## src/rtl/ex_pipe_ctrl_if.sv

```systemverilog
// Bundle of ID-stage, ALU and write-back signals around the execute-stage controller.
// The slave modport is the controller; the master modport is whatever drives it (ID stage/ALU/bench).
interface ex_pipe_ctrl_if #(
    parameter int DW = 16,
    parameter int RW = 3
);
    logic          stall;
    logic          flush;
    logic          id_valid;
    logic          id_op;
    logic [2:0]    id_alu_func;
    logic [DW-1:0] id_a;
    logic [DW-1:0] id_b;
    logic [RW-1:0] id_rs_a;
    logic [RW-1:0] id_rs_b;
    logic [RW-1:0] id_rd;
    logic          id_wr_en;
    logic          id_flag_en;
    logic [DW-1:0] alu_y;
    logic          alu_z;
    logic          alu_cy;
    logic          ex_op;
    logic [2:0]    ex_alu_func;
    logic [DW-1:0] ex_a;
    logic [DW-1:0] ex_b;
    logic          p_z;
    logic          p_cy;
    logic [RW-1:0] wb_rd;
    logic [DW-1:0] wb_data;
    logic          wb_we;

    modport master (
        output stall, flush, id_valid, id_op, id_alu_func, id_a, id_b,
               id_rs_a, id_rs_b, id_rd, id_wr_en, id_flag_en,
               alu_y, alu_z, alu_cy,
        input  ex_op, ex_alu_func, ex_a, ex_b, p_z, p_cy, wb_rd, wb_data, wb_we
    );

    modport slave (
        input  stall, flush, id_valid, id_op, id_alu_func, id_a, id_b,
               id_rs_a, id_rs_b, id_rd, id_wr_en, id_flag_en,
               alu_y, alu_z, alu_cy,
        output ex_op, ex_alu_func, ex_a, ex_b, p_z, p_cy, wb_rd, wb_data, wb_we
    );
endinterface

```

## src/rtl/ex_pipe_ctrl.sv

```systemverilog
// Execute-stage controller: ID/EX and EX/WB registers, Z/CY flag register,
// operand forwarding from WB and write-strobe gating under stall/flush.
module ex_pipe_ctrl #(
    parameter int DW = 16,
    parameter int RW = 3
) (
    input  logic               clk,
    input  logic               rst,
    ex_pipe_ctrl_if.slave      bus
);
    logic          r_ex_valid;
    logic          r_ex_op;
    logic [2:0]    r_ex_alu_func;
    logic [DW-1:0] r_ex_a;
    logic [DW-1:0] r_ex_b;
    logic [RW-1:0] r_ex_rs_a;
    logic [RW-1:0] r_ex_rs_b;
    logic [RW-1:0] r_ex_rd;
    logic          r_ex_wr_en;
    logic          r_ex_flag_en;

    logic          r_wb_valid;
    logic          r_wb_en;
    logic [RW-1:0] r_wb_rd;
    logic [DW-1:0] r_wb_data;

    logic          r_p_z;
    logic          r_p_cy;

    logic          w_wb_we;
    logic          w_wb_live;
    logic          w_fwd_a;
    logic          w_fwd_b;
    logic          w_cap_a;
    logic          w_cap_b;
    logic [DW-1:0] w_id_a;
    logic [DW-1:0] w_id_b;

    // WB forwarding into EX, and a capture bypass for the instruction two behind,
    // whose register-file read happened before the write landed.
    assign w_wb_live = r_wb_valid & r_wb_en;
    assign w_wb_we   = w_wb_live & ~bus.stall;
    assign w_fwd_a   = w_wb_live & (r_wb_rd == r_ex_rs_a);
    assign w_fwd_b   = w_wb_live & (r_wb_rd == r_ex_rs_b);
    assign w_cap_a   = w_wb_we & (r_wb_rd == bus.id_rs_a);
    assign w_cap_b   = w_wb_we & (r_wb_rd == bus.id_rs_b);
    assign w_id_a    = w_cap_a ? r_wb_data : bus.id_a;
    assign w_id_b    = w_cap_b ? r_wb_data : bus.id_b;

    assign bus.ex_op       = r_ex_op;
    assign bus.ex_alu_func = r_ex_alu_func;
    assign bus.ex_a        = w_fwd_a ? r_wb_data : r_ex_a;
    assign bus.ex_b        = w_fwd_b ? r_wb_data : r_ex_b;
    assign bus.p_z         = r_p_z;
    assign bus.p_cy        = r_p_cy;
    assign bus.wb_rd       = r_wb_rd;
    assign bus.wb_data     = r_wb_data;
    assign bus.wb_we       = w_wb_we;

    // ID/EX register: flush wins over stall and turns the slot into a bubble
    always_ff @(posedge clk) begin
        if (rst) begin
            r_ex_valid    <= 1'b0;
            r_ex_op       <= 1'b0;
            r_ex_alu_func <= 3'b000;
            r_ex_a        <= {DW{1'b0}};
            r_ex_b        <= {DW{1'b0}};
            r_ex_rs_a     <= {RW{1'b0}};
            r_ex_rs_b     <= {RW{1'b0}};
            r_ex_rd       <= {RW{1'b0}};
            r_ex_wr_en    <= 1'b0;
            r_ex_flag_en  <= 1'b0;
        end else if (bus.flush) begin
            r_ex_valid    <= 1'b0;
        end else if (!bus.stall) begin
            r_ex_valid    <= bus.id_valid;
            r_ex_op       <= bus.id_op;
            r_ex_alu_func <= bus.id_alu_func;
            r_ex_a        <= w_id_a;
            r_ex_b        <= w_id_b;
            r_ex_rs_a     <= bus.id_rs_a;
            r_ex_rs_b     <= bus.id_rs_b;
            r_ex_rd       <= bus.id_rd;
            r_ex_wr_en    <= bus.id_wr_en;
            r_ex_flag_en  <= bus.id_flag_en;
        end else begin
            r_ex_valid    <= r_ex_valid;
        end
    end

    // EX/WB result register and flag register, both frozen by stall
    always_ff @(posedge clk) begin
        if (rst) begin
            r_wb_valid <= 1'b0;
            r_wb_en    <= 1'b0;
            r_wb_rd    <= {RW{1'b0}};
            r_wb_data  <= {DW{1'b0}};
            r_p_z      <= 1'b0;
            r_p_cy     <= 1'b0;
        end else if (!bus.stall) begin
            r_wb_valid <= r_ex_valid;
            r_wb_en    <= r_ex_wr_en;
            r_wb_rd    <= r_ex_rd;
            r_wb_data  <= bus.alu_y;
            if (r_ex_valid && r_ex_flag_en) begin
                r_p_z  <= bus.alu_z;
                r_p_cy <= bus.alu_cy;
            end else begin
                r_p_z  <= r_p_z;
                r_p_cy <= r_p_cy;
            end
        end else begin
            r_wb_valid <= r_wb_valid;
        end
    end
endmodule

```

## src/flat_wrapper.sv

```systemverilog
// flat-port wrapper written by rule: the top's interface ports become plain ports
module ex_pipe_ctrl_flat 
#(
    parameter int DW = 16,
    parameter int RW = 3
)
  (clk, rst, bus_stall, bus_flush, bus_id_valid, bus_id_op, bus_id_alu_func, bus_id_a, bus_id_b, bus_id_rs_a, bus_id_rs_b, bus_id_rd, bus_id_wr_en, bus_id_flag_en, bus_alu_y, bus_alu_z, bus_alu_cy, bus_ex_op, bus_ex_alu_func, bus_ex_a, bus_ex_b, bus_p_z, bus_p_cy, bus_wb_rd, bus_wb_data, bus_wb_we);
  ex_pipe_ctrl_if #(.DW(DW), .RW(RW)) bus_i ();
  input  logic clk;
  input  logic rst;
  input wire logic [$bits(bus_i.stall)-1:0] bus_stall;
  input wire logic [$bits(bus_i.flush)-1:0] bus_flush;
  input wire logic [$bits(bus_i.id_valid)-1:0] bus_id_valid;
  input wire logic [$bits(bus_i.id_op)-1:0] bus_id_op;
  input wire logic [$bits(bus_i.id_alu_func)-1:0] bus_id_alu_func;
  input wire logic [$bits(bus_i.id_a)-1:0] bus_id_a;
  input wire logic [$bits(bus_i.id_b)-1:0] bus_id_b;
  input wire logic [$bits(bus_i.id_rs_a)-1:0] bus_id_rs_a;
  input wire logic [$bits(bus_i.id_rs_b)-1:0] bus_id_rs_b;
  input wire logic [$bits(bus_i.id_rd)-1:0] bus_id_rd;
  input wire logic [$bits(bus_i.id_wr_en)-1:0] bus_id_wr_en;
  input wire logic [$bits(bus_i.id_flag_en)-1:0] bus_id_flag_en;
  input wire logic [$bits(bus_i.alu_y)-1:0] bus_alu_y;
  input wire logic [$bits(bus_i.alu_z)-1:0] bus_alu_z;
  input wire logic [$bits(bus_i.alu_cy)-1:0] bus_alu_cy;
  output wire logic [$bits(bus_i.ex_op)-1:0] bus_ex_op;
  output wire logic [$bits(bus_i.ex_alu_func)-1:0] bus_ex_alu_func;
  output wire logic [$bits(bus_i.ex_a)-1:0] bus_ex_a;
  output wire logic [$bits(bus_i.ex_b)-1:0] bus_ex_b;
  output wire logic [$bits(bus_i.p_z)-1:0] bus_p_z;
  output wire logic [$bits(bus_i.p_cy)-1:0] bus_p_cy;
  output wire logic [$bits(bus_i.wb_rd)-1:0] bus_wb_rd;
  output wire logic [$bits(bus_i.wb_data)-1:0] bus_wb_data;
  output wire logic [$bits(bus_i.wb_we)-1:0] bus_wb_we;
  assign bus_i.stall = bus_stall;
  assign bus_i.flush = bus_flush;
  assign bus_i.id_valid = bus_id_valid;
  assign bus_i.id_op = bus_id_op;
  assign bus_i.id_alu_func = bus_id_alu_func;
  assign bus_i.id_a = bus_id_a;
  assign bus_i.id_b = bus_id_b;
  assign bus_i.id_rs_a = bus_id_rs_a;
  assign bus_i.id_rs_b = bus_id_rs_b;
  assign bus_i.id_rd = bus_id_rd;
  assign bus_i.id_wr_en = bus_id_wr_en;
  assign bus_i.id_flag_en = bus_id_flag_en;
  assign bus_i.alu_y = bus_alu_y;
  assign bus_i.alu_z = bus_alu_z;
  assign bus_i.alu_cy = bus_alu_cy;
  assign bus_ex_op = bus_i.ex_op;
  assign bus_ex_alu_func = bus_i.ex_alu_func;
  assign bus_ex_a = bus_i.ex_a;
  assign bus_ex_b = bus_i.ex_b;
  assign bus_p_z = bus_i.p_z;
  assign bus_p_cy = bus_i.p_cy;
  assign bus_wb_rd = bus_i.wb_rd;
  assign bus_wb_data = bus_i.wb_data;
  assign bus_wb_we = bus_i.wb_we;
  ex_pipe_ctrl #(.DW(DW), .RW(RW)) u_core (.clk(clk), .rst(rst), .bus(bus_i));
endmodule
```

## config.mk

```make
export PLATFORM = sky130hd
export DESIGN_NAME = ex_pipe_ctrl_flat
export DESIGN_NICKNAME = d
export VERILOG_FILES = /design/src/rtl/ex_pipe_ctrl_if.sv /design/src/rtl/ex_pipe_ctrl.sv /design/src/flat_wrapper.sv
export SDC_FILE = /design/constraint.sdc
export NUM_CORES = 1
export LEC_CHECK = 0
export CELL_PAD_IN_SITES_DETAIL_PLACEMENT = 1
export CELL_PAD_IN_SITES_GLOBAL_PLACEMENT = 1
export CORE_MARGIN = 1.5
export CORE_UTILIZATION = 34
export CTS_BUF_LIST = sky130_fd_sc_hd__clkbuf_4
export CTS_CLUSTER_SIZE = 24
export DETAILED_ROUTE_END_ITERATION = 12
export PLACE_DENSITY_LB_ADDON = 0.3
export SLEW_MARGIN = 20
export SYNTH_ARGS = -nofsm -noshare
export SYNTH_HDL_FRONTEND = slang
export SYNTH_SLANG_ARGS = --single-unit
```

## constraint.sdc

```tcl
create_clock -name clk -period 2.4 [get_ports clk]
set_input_delay 0.24 -clock clk [delete_from_list [all_inputs] [get_ports clk]]
set_output_delay 0.24 -clock clk [all_outputs]
set_load 0.03 [all_outputs]
```

==> results_dict.tcl, run 1 <==
set metrics [dict create \
    status "completed" \
    rows 36 \
    gp_congestion 0.712 \
    rsz0062_at_grt "yes" \
    synth-adder-area-share_pct 0 \
    via_count 2945 \
    syn_inst 342 \
    final_cells 605 \
    grt_max_degree 42 \
    wl_per_cell_um 17.6 \
    p_seq_share_pct 47.6 \
    yosys_warnings 0 \
    drt_iter0_markers 37 \
    worstPathMaxFanout 8 \
    ios 128 \
    synth_top_area_share_pct 42.2 \
    pwr-share-clk_pct 31.2 \
    synth_compound_area_share_pct 9.37 \
    peakVddDrop_v 0.000284 \
    layout-drive-gt1-share_pct 23.3 \
    port_buffers 127 \
    avgSynthCellArea_sq_um 9.84 \
    final.setup_skew_ns 0.0158 \
    synth_xor_area_share_pct 3.12 \
    drv_cap 0 \
    layout_commonest_cell "clkdlybuf4s50_1" \
    power_switching_uw 785 \
    cts_root_buf "clkbuf_4" \
    ant_nets 0 \
    tightest_slew_ns 0.541 \
    grt_pass1_wl_um 16100 \
    seq_area_sq_um 1430 \
    drt-total-wl_um 10700 \
    design_area_sq_um 5060 \
    path_cells "xor2_2 > nor4_4 > buf_4 > buf_12 > mux2_2 > buf_2" \
    clkTransAtPathRegs_ns 0.13 \
    diodes 0 \
    endpoint_kind "output pin" \
    pwr_density_cell_nw_per_um2 540 \
    synth_mux_area_share_pct 27.4 \
    cts-htree-levels 3 \
    drc 0 \
    p_total_uw 2740 \
    multi_input_area_sq_um 1870 \
    fin_nets 537 \
    grt_util_all_layers_pct 20.4 \
    fillers 1090 \
    drv_slew 0 \
    swShare_pct 28.7 \
    required_ns 2.16 \
    slowest_stage "dfxtp_4" \
    period_share_pct 96.4 \
    synth-seq-cells 71 \
    cts_tree "yes" \
    synth_nets 412 \
    yosys.area_share.simple_pct 13.1 \
    first_pass_iters 4 \
    p_leak_uw 0.00224 \
    final_cell_mix "clkdlybuf4s50_1 (93), dfxtp_1 (65), mux2i_1 (56), nor2_1 (55), a211oi_1 (32)" \
    slowest_delay_ns 0.39 \
    hold_viol 0 \
    synth_area_sq_um 3360 \
    ys_seq_area_share_pct 42.2 \
    criticalPathCategory "register to output pin" \
    fp.dieH_um 102 \
    antenna_found_initial 0 \
    placed_cell_area_sq_um 4740 \
    clkLatencyLatePin_ns 0.41 \
    cts.sinks 71 \
    cts_hold_buf 0 \
    die_width_um 102 \
    numCtsBuffers 9 \
    syn2layout_area_growth_pct 50.5 \
    clockBufferDepth 2 \
    dp_cells 583 \
    power_frac_comb_pct 21.2 \
    start_kind "register" \
    via_per_inst 4.87 \
    netlist_top_cells_area "dfxtp_1 (42%), mux2i_1 (17%), mux2_2 (10%), a211oi_1 (7.1%), nor2_1 (6.2%)" \
    hold_path_class "primary input to register" \
    dp_hpwl_um 7010 \
    final_util_pct 52.3 \
    max_freq_mhz 432 \
    start_util_pct 34.7 \
    slew_headroom_pct 63.9 \
    synth_area_leader_cell "dfxtp_1" \
    grt_pass1_vias 2994 \
    p_int_uw 1950 \
    grt-ovfl-total 0 \
    layout_min_cycle_time_ns 2.31 \
    synth_top_family_by_area "multiplexers" \
    ys_types 20 \
    fp.dieArea_sq_um 10500 \
    setup_viol 0 \
    arrival_ns 2.07 \
    core_area_sq_um 9680 \
]
[flip-flops by register name (all words and copies together), names as in the netlist]
register                count
u_core.bus.ex_alu_func      3
u_core.bus.ex_op            1
u_core.bus.p_cy             1
u_core.bus.p_z              1
u_core.bus.wb_data         16
u_core.bus.wb_rd            3
u_core.r_ex_a              16
u_core.r_ex_b              16
u_core.r_ex_flag_en         1
u_core.r_ex_rd              3
u_core.r_ex_rs_a            3
u_core.r_ex_rs_b            3
u_core.r_ex_valid           1
u_core.r_ex_wr_en           1
u_core.r_wb_en              1
u_core.r_wb_valid           1
[worst paths after layout]
kind | endpoint | cells past startpoint | start | slack (ns)
setup / recovery | bus_ex_b[15] | 6 | u_core.bus.wb_rd[0] | 0.09
hold / removal | u_core.r_wb_en | 2 | rst | 0.29
setup reg to reg | u_core.r_ex_b[0] | 5 | u_core.bus.wb_rd[0] | 0.51
hold reg to reg | u_core.r_ex_rd[0] | 2 | u_core.r_ex_rd[0] | 0.47
[what timing repair did]
action	4_1_cts	5_1_grt
buffers inserted	1	3
hold endpoints to repair	0	0
pin swaps	3	2
setup endpoints to repair	32	24
resized for setup	230	6
gates cloned	2	0
[cells in the mapped netlist]
| library cell | count |
|---|---|
| and3b_1 | 1 |
| nor4_4 | 2 |
| nor2_1 | 56 |
| or2_2 | 1 |
| mux2_2 | 30 |
| buf_6 | 6 |
| xnor2_1 | 6 |
| clkbuf_1 | 18 |
| xor2_1 | 6 |
| a21oi_1 | 15 |
| a211oi_1 | 32 |
| mux2i_1 | 56 |
| buf_2 | 4 |
| dfxtp_1 | 71 |
| nor3_1 | 1 |
| buf_4 | 1 |
| nand2_1 | 31 |
| nand3b_1 | 1 |
| mux2_1 | 2 |
| nand4_4 | 2 |
[power groups by stage]
stage                     clock network (uW)  registers [uW]  logic, uW
after floorplan                            0            1350        270
after global placement                     0            1320        555
after detailed placement                   0            1330        567
after CTS                                876            1300        583
after global routing                     923            1310        621
final                                    854            1300        581
[layout make-up]
cell class,count,share of cell area (%)
Sequential cell,71,28.3
Timing Repair Buffer,143,28.3
Clock inverter,7,1.73
Tap cell,133,3.29
Multi-Input combinational cell,242,37.0
Clock buffer,9,1.33
[routing by layer]
| layer | global-route usage, % | up-vias | share of wire [%] |
|---|---|---|---|
| met1 | 26.0 | 1424 | 44 |
| met2 | 35.2 | 69 | 51 |
| met5 | 0 | - | 0 |
| li1 | - | 1438 | - |
| met4 | 7.06 | 0 | 1.6 |
| met3 | 3.08 | 14 | 3.3 |
[kinds of logic after synthesis]
kind of cell | after synthesis
AO/OA/AOI/OAI | 47
flip-flops | 71
buffers and inverters | 29
XOR/XNOR | 12
AND/OR/NAND/NOR | 95
multiplexers | 88
[worst max-delay path: cells and delay by family, from the launching register on]
kind	cells	cell delay (ns)
buf+inv	3	0.48
flops	1	0.39
mux	1	0.34
simple gates	1	0.30
xor+xnor	1	0.16
[stage by stage]
stage,TNS [ns],setup WS [ns],hold slack (ns)
after floorplan,0,0.303,0.319
after global placement,0,0.131,0.444
after detailed placement,0,0.0906,0.452
after CTS,-0.283,-0.0484,0.249
after global routing,-0.199,-0.0279,0.265
final,0,0.0868,0.286
Note: power is estimated with default switching activity, not from simulation.
==> run 2: changes to the inputs <==
- CORE_MARGIN: 1.5 -> 2
- SKIP_CTS_REPAIR_TIMING: not set -> 1
==> results_dict.tcl, run 2 (synthesis results as in run 1) <==
set metrics [dict create \
    status "completed" \
    whs_ns 0.245 \
    fp.dieArea_sq_um 10700 \
    port_buffers 127 \
    setup_viol 0 \
    final_cells 601 \
    fillers 1111 \
    criticalPathCategory "register to output pin" \
    drc 0 \
    syn2layout_area_growth_pct 45.0 \
    grt-ovfl-total 0 \
    grt_pass1_wl_um 15400 \
    p_leak_uw 0.00238 \
    slowest_stage "dfxtp_1" \
    ant_nets 0 \
    max_freq_mhz 435 \
    cts_root_buf "clkbuf_4" \
    fin_nets 533 \
    slowest_delay_ns 0.36 \
    peakVddDrop_v 0.000202 \
    final_cell_mix "clkdlybuf4s50_1 (93), dfxtp_1 (68), mux2i_1 (56), nor2_1 (55), a211oi_1 (32)" \
    core_area_sq_um 9680 \
    dp_hpwl_um 7220 \
    cts.sinks 71 \
    path_cells "nand2_1 > nor4_4 > buf_6 > mux2_2 > dlymetal6s2s_1" \
    rsz0062_at_grt "yes" \
    layout_min_cycle_time_ns 2.30 \
    hold_path_class "primary input to register" \
    first_pass_iters 4 \
    gp_congestion 0.780 \
    period_share_pct 95.8 \
    critPathTopFamily "simple AND/OR/NAND/NOR gates" \
    pwr_density_cell_nw_per_um2 531 \
    via_count 2923 \
    drt-total-wl_um 10100 \
    start_util_pct 34.7 \
    die_width_um 103 \
    drt_iter0_markers 53 \
    antenna_found_initial 0 \
    grt_pass1_vias 3023 \
    diodes 0 \
    critPathBufInv 2 \
    grt_util_all_layers_pct 18.8 \
    ios 128 \
    layout_commonest_cell "clkdlybuf4s50_1" \
    wl_per_cell_um 16.8 \
    hold_viol 0 \
    cts-htree-levels 3 \
    dp_cells 585 \
    rows 36 \
    tns_ns 0 \
    slew_headroom_pct 62.6 \
    clkTransAtPathRegs_ns 0.13 \
    drv_slew 0 \
    tightest_slew_ns 0.560 \
    layout-drive-gt1-share_pct 17.7 \
    worstPathMaxFanout 10 \
    start_kind "register" \
    arrival_ns 2.06 \
    numCtsBuffers 9 \
    clockBufferDepth 2 \
    via_per_inst 4.86 \
    endpoint_kind "output pin" \
    drv_cap 0 \
    cts_tree "yes" \
    clkLatencyLatePin_ns 0.40 \
    final.setup_skew_ns 0.0180 \
    fp.dieH_um 103 \
    required_ns 2.16 \
    grt_max_degree 45 \
]
-- run 2: stage by stage --
step | power, uW | instance area, sq um | setup WS (ns) | util (%)
after floorplan | 1620 | 3360 | 0.303 | -
after global placement | 1890 | 4760 | 0.103 | 49.2
after detailed placement | 1900 | 4760 | 0.114 | 49.2
after CTS | 2650 | 4900 | -0.345 | 50.6
after global routing | 2720 | 4880 | -0.0106 | 50.4
final | 2590 | 4880 | 0.102 | 50.4
-- run 2: where the power goes --
group	leakage, uW	total, uW	switching, uW	internal [uW]
combinational	0.00172	553	280	273
clock	0.0000691	739	430	309
sequential	0.000585	1300	54.0	1240
-- run 2: tightest hold or removal path, stage by stage --
cell and delay, ns:
buf_2 0.12, nor2_4 0.11, nand2_1 0.08, a21oi_1 0.05
-- run 2: per-layer routing --
metal  share of wire [%]  global-route usage (%)  up-vias
met5                   0                       0        -
met4                0.94                    5.47        0
met3                 4.6                    3.36        8
met2                  51                    32.9       72
met1                  43                    23.7     1409
li1                    -                       -     1434
-- run 2: final timing paths --
kind / start / end / slack (ns) / cells past startpoint
worst max-delay path: u_core.r_wb_en / bus_ex_a[7] / 0.10 / 5
worst min-delay path: bus_stall / u_core.bus.ex_op / 0.24 / 4
worst max register to register: u_core.bus.wb_rd[0] / u_core.r_ex_a[7] / 0.60 / 5
worst min register to register: u_core.r_ex_rd[0] / u_core.r_ex_rd[0] / 0.46 / 2
-- run 2: cell type report --
type                    instances  area [sq um]  share of cell area (%)
flip-flops and latches         71          1430                    29.2
well taps                     133           166                    3.41
repair buffers                139          1370                    28.0
multi-input cells             242          1790                    36.7
clock inverters                 7          63.8                    1.31
clock buffers                   9          67.6                    1.38
